<file path="src/rtl/bram_fill_drain_sched.sv">
// Fill/drain scheduler: bytes go from external memory into broadcast BRAMs on port A, then words drain on port B under ready/valid backpressure.
// Optional stall counter is built only when STALL_CNT_EN is defined.
module bram_fill_drain_sched #(
    parameter int LOAD_DEPTH = 2048,
    parameter int MEM_AW     = 18,
    parameter int SEL_W      = 2
) (
    input  logic              CLK,
    input  logic              rst,
    input  logic              start,
    input  logic [7:0]        block_count,
    input  logic              out_ready,
    output logic              busy,
    output logic              complete,
    output logic [MEM_AW-1:0] mem_address,
    output logic [10:0]       addr_a,
    output logic              en_a,
    output logic              we_a,
    output logic [8:0]        addr_b,
    output logic              en_b,
    output logic              sm_en,
    output logic [SEL_W-1:0]  sel,
    output logic              out_valid,
    output logic              stall,
    output logic [15:0]       stall_cycles
);

    localparam int          READ_DEPTH = LOAD_DEPTH / 4;
    localparam logic [10:0] LAST_A     = 11'(LOAD_DEPTH - 1);
    localparam logic [9:0]  READ_WORDS = 10'(READ_DEPTH);

    typedef enum logic [1:0] {
        IDLE,
        FILL,
        DRAIN,
        DONE
    } state_t;

    state_t            state_q, state_d;
    logic [7:0]        blocks_left_q, blocks_left_d;
    logic [MEM_AW-1:0] mem_address_q, mem_address_d;
    logic [10:0]       addr_a_q, addr_a_d;
    logic [8:0]        addr_b_q, addr_b_d;
    logic [9:0]        words_left_q, words_left_d;
    logic [SEL_W-1:0]  sel_q, sel_d;
    logic              out_valid_q, out_valid_d;
    logic              accept;
    logic              issue;

    always_ff @(posedge CLK or negedge rst) begin
        if (!rst) begin
            state_q       <= IDLE;
            blocks_left_q <= '0;
            mem_address_q <= '0;
            addr_a_q      <= '0;
            addr_b_q      <= '0;
            words_left_q  <= '0;
            sel_q         <= '0;
            out_valid_q   <= 1'b0;
        end else begin
            state_q       <= state_d;
            blocks_left_q <= blocks_left_d;
            mem_address_q <= mem_address_d;
            addr_a_q      <= addr_a_d;
            addr_b_q      <= addr_b_d;
            words_left_q  <= words_left_d;
            sel_q         <= sel_d;
            out_valid_q   <= out_valid_d;
        end
    end

    always_comb begin
        state_d       = state_q;
        blocks_left_d = blocks_left_q;
        mem_address_d = mem_address_q;
        addr_a_d      = addr_a_q;
        addr_b_d      = addr_b_q;
        words_left_d  = words_left_q;
        sel_d         = sel_q;
        out_valid_d   = out_valid_q;
        en_a          = 1'b0;
        we_a          = 1'b0;
        en_b          = 1'b0;
        issue         = 1'b0;
        accept        = out_valid_q & out_ready;

        case (state_q)
            IDLE: begin
                if (start) begin
                    blocks_left_d = block_count;
                    addr_a_d      = '0;
                    state_d       = (block_count == 8'd0) ? DONE : FILL;
                end
            end
            FILL: begin
                en_a          = 1'b1;
                we_a          = 1'b1;
                mem_address_d = mem_address_q + MEM_AW'(1);
                if (addr_a_q == LAST_A) begin
                    addr_a_d     = '0;
                    addr_b_d     = '0;
                    words_left_d = READ_WORDS;
                    sel_d        = '0;
                    state_d      = DRAIN;
                end else begin
                    addr_a_d = addr_a_q + 11'd1;
                end
            end
            DRAIN: begin
                // A read may only issue when the output register is free or is being emptied this cycle.
                issue = (words_left_q != 10'd0) && (!out_valid_q || out_ready);
                en_b  = issue;
                if (issue) begin
                    words_left_d = words_left_q - 10'd1;
                    if (words_left_q != 10'd1) begin
                        addr_b_d = addr_b_q + 9'd1;
                    end
                    out_valid_d = 1'b1;
                end else if (accept) begin
                    out_valid_d = 1'b0;
                end
                if (accept) begin
                    sel_d = sel_q + SEL_W'(1);
                end
                if (accept && (words_left_q == 10'd0)) begin
                    blocks_left_d = blocks_left_q - 8'd1;
                    state_d       = (blocks_left_q == 8'd1) ? DONE : FILL;
                end
            end
            DONE: begin
                state_d = IDLE;
            end
            default: begin
                state_d = IDLE;
            end
        endcase
    end

    assign busy        = (state_q != IDLE);
    assign complete    = (state_q == DONE);
    assign mem_address = mem_address_q;
    assign addr_a      = addr_a_q;
    assign addr_b      = addr_b_q;
    assign sel         = sel_q;
    assign out_valid   = out_valid_q;
    assign sm_en       = out_valid_q;
    assign stall       = out_valid_q & ~out_ready;

`ifdef STALL_CNT_EN
    logic [15:0] stall_cnt_q, stall_cnt_d;

    // Cleared by any accepted start, including a zero-block job.
    always_comb begin
        stall_cnt_d = stall_cnt_q;
        if ((state_q == IDLE) && start) begin
            stall_cnt_d = '0;
        end else if (stall && (stall_cnt_q != 16'hFFFF)) begin
            stall_cnt_d = stall_cnt_q + 16'd1;
        end
    end

    always_ff @(posedge CLK or negedge rst) begin
        if (!rst) begin
            stall_cnt_q <= '0;
        end else begin
            stall_cnt_q <= stall_cnt_d;
        end
    end

    assign stall_cycles = stall_cnt_q;
`else
    assign stall_cycles = '0;
`endif

endmodule

</file>
<file path="config.mk">
export PLATFORM = sky130hd
export DESIGN_NAME = bram_fill_drain_sched
export DESIGN_NICKNAME = d
export VERILOG_FILES = /design/src/rtl/bram_fill_drain_sched.sv
export SDC_FILE = /design/constraint.sdc
export NUM_CORES = 1
export LEC_CHECK = 0
export CAP_MARGIN = 20
export CORE_UTILIZATION = 35
export CTS_BUF_LIST = sky130_fd_sc_hd__clkbuf_2 sky130_fd_sc_hd__clkbuf_4 sky130_fd_sc_hd__clkbuf_8
export DETAILED_ROUTE_END_ITERATION = 7
export DONT_BUFFER_PORTS = 1
export GPL_TIMING_DRIVEN = 1
export PLACE_DENSITY = 0.6
export SETUP_SLACK_MARGIN = 0.1
export SYNTH_ARGS = -nofsm -noshare
export SYNTH_HDL_FRONTEND = slang
export SYNTH_SLANG_ARGS = --single-unit
</file>
<file path="constraint.sdc">
create_clock -name CLK -period 2.6 [get_ports CLK]
set_input_delay 0.39 -clock CLK [delete_from_list [all_inputs] [get_ports CLK]]
set_output_delay 0.39 -clock CLK [all_outputs]
set_load 0.02 [all_outputs]
</file>
==> reports/results.tsv <==
metric	value	unit
dominant synthesized flop cell	dfrtp_1	
Longest Clk Path Bufs	2	
worst skew pair latency	350	ps
Initial DRC Count	159	
sequential fraction of design power	51.8	%
Final Non-Filler Cells	503	
initial antenna violation count	0	
antenna fix cells	0	
clock share of power	31.2	%
crit path DAT	1960	ps
Final nets	388	
Pint	0.00175	W
CTS H-Tree Depth	3	
Vias/cell	5.27	
GRT Total Usage	16.4	%
Total Power	0.00270	W
Final Cycle Share	90.3	%
sw power	0.000954	W
DR pass1 iterations	4	
die height	99.5	um
Synth area leaders	dfrtp_1 46%, nand2_1 4.6%, buf_4 4.5%, xnor2_1 4.5%, o21ai_0 3.8%	
area grow syn2layout	11.0	%
Max-slew headroom	62.8	%
hpwl dp	5340	um
Die Area	9890	um^2
Ys Warns	0	
Final GP Congestion	0.753	
Critical Path Source Type	flop	
outcome	finished clean	
clk sinks	61	
Row Count	35	
Fmax achieved	426	MHz
GRT overflow	0	
final hold violation count	0	
Placed Instances	485	
I/O Pins	76	
TNS Setup	0	ps
DRC Markers	0	
Post-Syn Instances	357	
Crit Path Class	flop to output port	
type of destination of the critical path	output port	
first-pass GRT wire length	12700	um
post-synth top area cell	dfrtp_1	
Netlist cell types	60	
CP required	2210	ps
clk root buf	clkbuf_8	
Worst Skew	10.8	ps
IO Port Bufs	0	
Pins Over Slew Limit	0	
Max Cap Viol	0	
Reg clk slew, reported paths	70	ps
part of the power in combinational logic	17.0	%
Starting Density	36.0	%
Mapped Avg Cell Area	9.31	um^2
worst vdd ir	0.336	mV
Post-Route WL	7500	um
layout cells sized above 1	11.0	%
Seq/Total Area, Yosys	45.9	%
Sw Ratio	35.3	%
Num CTS Buffers	9	
largest net degree at the start of global routing	62	
pwr dens	732	nW/um^2
RSZ-0062 raised after global routing	no	
Die Wd	99.5	um
asr flop ratio synth	100	%
Worst Tran Pin Value	551	ps
core box area	9240	um^2
mapped cell area	3320	um^2
count of flip-flops with a built-in enable after synthesis	0	
wire per inst	14.9	um
proportion of netlist area held by the largest area contributor	45.9	%
Final setup viols	0	
post-synthesis register bit count	61	
total number of vias	2653	
Hold WC Path Type	input pin to flop	
Post-DRT Antenna Nets	0	
TritonCTS clock tree	yes	
number of global-route vias before repair	2483	
crit path time final	2350	ps
worst-path fanout max	10	
LEAKAGE	1.57	nW
WHS	193	ps
==> power groups by stage <==
stage / Clock (W) / Sequential [W] / Combinational (W)
after floorplan: 0 / 0.00139 / 0.000356
after global placement: 0 / 0.00141 / 0.000427
after detailed placement: 0 / 0.00142 / 0.000436
after CTS: 0.000875 / 0.00140 / 0.000464
after global routing: 0.000910 / 0.00143 / 0.000525
final: 0.000843 / 0.00140 / 0.000458
==> what timing repair did <==
| item | 4_1_cts | 5_1_grt |
|---|---|---|
| hold buffers | 2 | 0 |
| hold endpoints to repair | 61 | 0 |
| buffers inserted | 0 | 0 |
| setup endpoints to repair | 1 | 7 |
| resized for setup | 1 | 2 |
==> sequential cells by signal, indices dropped and copies added (netlist names) <==
signal         cells
state_q            2
addr_b             9
sel                2
words_left_q      10
out_valid          1
blocks_left_q      8
mem_address       18
addr_a            11
==> cell usage after synthesis, types with 2 or more instances <==
cell / number
xnor2_1: 17
and4_1: 3
and3_1: 7
nand4_1: 9
o41ai_1: 3
ha_1: 7
a41oi_1: 5
o21ai_0: 25
and2_1: 2
o211ai_1: 2
o21bai_1: 2
buf_4: 20
nor4_1: 6
a21oi_1: 14
o21ai_1: 4
or3_1: 2
nand2b_1: 2
nor2b_1: 3
o31ai_1: 4
o22ai_1: 3
a22o_1: 3
nand2_1: 41
or2_1: 2
clkinv_1: 2
a22oi_1: 2
nor3_1: 8
nor2_1: 23
buf_2: 4
xor2_1: 2
or4_1: 2
dfrtp_1: 61
clkbuf_1: 5
inv_1: 10
a21o_1: 2
a31oi_1: 6
mux2i_1: 2
nand3_1: 19
==> worst paths after layout <==
kind                                                  start                           end  slack [ps]  depth (start not counted)
worst max register to register  words_left_q[0]$_DFFE_PN0P_   words_left_q[8]$_DFFE_PN0P_         290                          8
worst max-delay path            words_left_q[0]$_DFFE_PN0P_                          en_b         250                          6
worst min-delay path                         block_count[2]  blocks_left_q[2]$_DFFE_PN0P_         190                          2
max in group asynchronous                               rst  blocks_left_q[3]$_DFFE_PN0P_        1760                          2
worst min register to register  words_left_q[9]$_DFFE_PN0P_   words_left_q[9]$_DFFE_PN0P_         510                          1
min in group asynchronous                               rst   mem_address[10]$_DFFE_PN0P_         600                          2
==> area by class of cell <==
| type | count | area (um^2) |
|---|---|---|
| Clock inverter | 7 | 76.3 |
| Sequential cell | 61 | 1530 |
| Tap cell | 129 | 161 |
| Fill cell | 906 | 5550 |
| Inverter | 12 | 47.5 |
| Timing Repair Buffer | 16 | 143 |
| Clock buffer | 9 | 124 |
| Multi-Input combinational cell | 269 | 1610 |
==> metal layers <==
metal / global-route usage (%) / vias to the layer above / wire, um
met4: 6.90 / 0 / 106
met1: 21.2 / 1277 / 3470
met5: 0 / - / 0
met3: 5.20 / 11 / 461
li1: - / 1288 / -
met2: 25.3 / 77 / 3470
==> logic make-up (layout without fill, tap and decap cells) <==
logic type      after synthesis  count (layout)  share of synthesized area [%]
simple gates                138             138                           21.2
compound gates               87              87                           17.2
flops                        61              61                           45.9
buf+inv                      42              44                           7.38
xor+xnor                     19              19                           5.01
fa+ha+maj                     7               7                           2.63
mux                           2               2                          0.602
other cells                   1              16                          0.113
==> through the flow <==
step	area, um^2	worst slack [ps]	utilization [%]
CTS	3690	198	39.9
finish	3690	251	39.9
global placement	3450	296	37.3
detailed placement	3450	248	37.3
floorplan	3380	465	-
global route	3690	112	39.9
==> placed cells by master (no fill, tap or decap), types with 3 or more instances in the layout <==
master and instances:
a41oi_1 5, clkbuf_8 9, inv_1 10, nor2_1 23
o41ai_1 3, and4_1 3, nand3_1 19, clkinv_4 3
buf_4 14, a21oi_1 14, nor2b_1 3, a22o_1 3
nand4_1 9, dfrtp_1 61, o31ai_1 4, o21ai_0 25
o21ai_1 4, a31oi_1 6, conb_1 16, nor3_1 8
o22ai_1 3, nor4_1 6, and3_1 7, nand2_1 41
xnor2_1 17, ha_1 7
==> worst max-delay path, cell delays in order, from the launching register on <==
cell and delay [ps]:
dfrtp_1 420, inv_1 100, ha_1 230, nor3b_2 170, and3_1 180, or2_1 330
inv_4 170
Power figures use the tool's default switching activity.
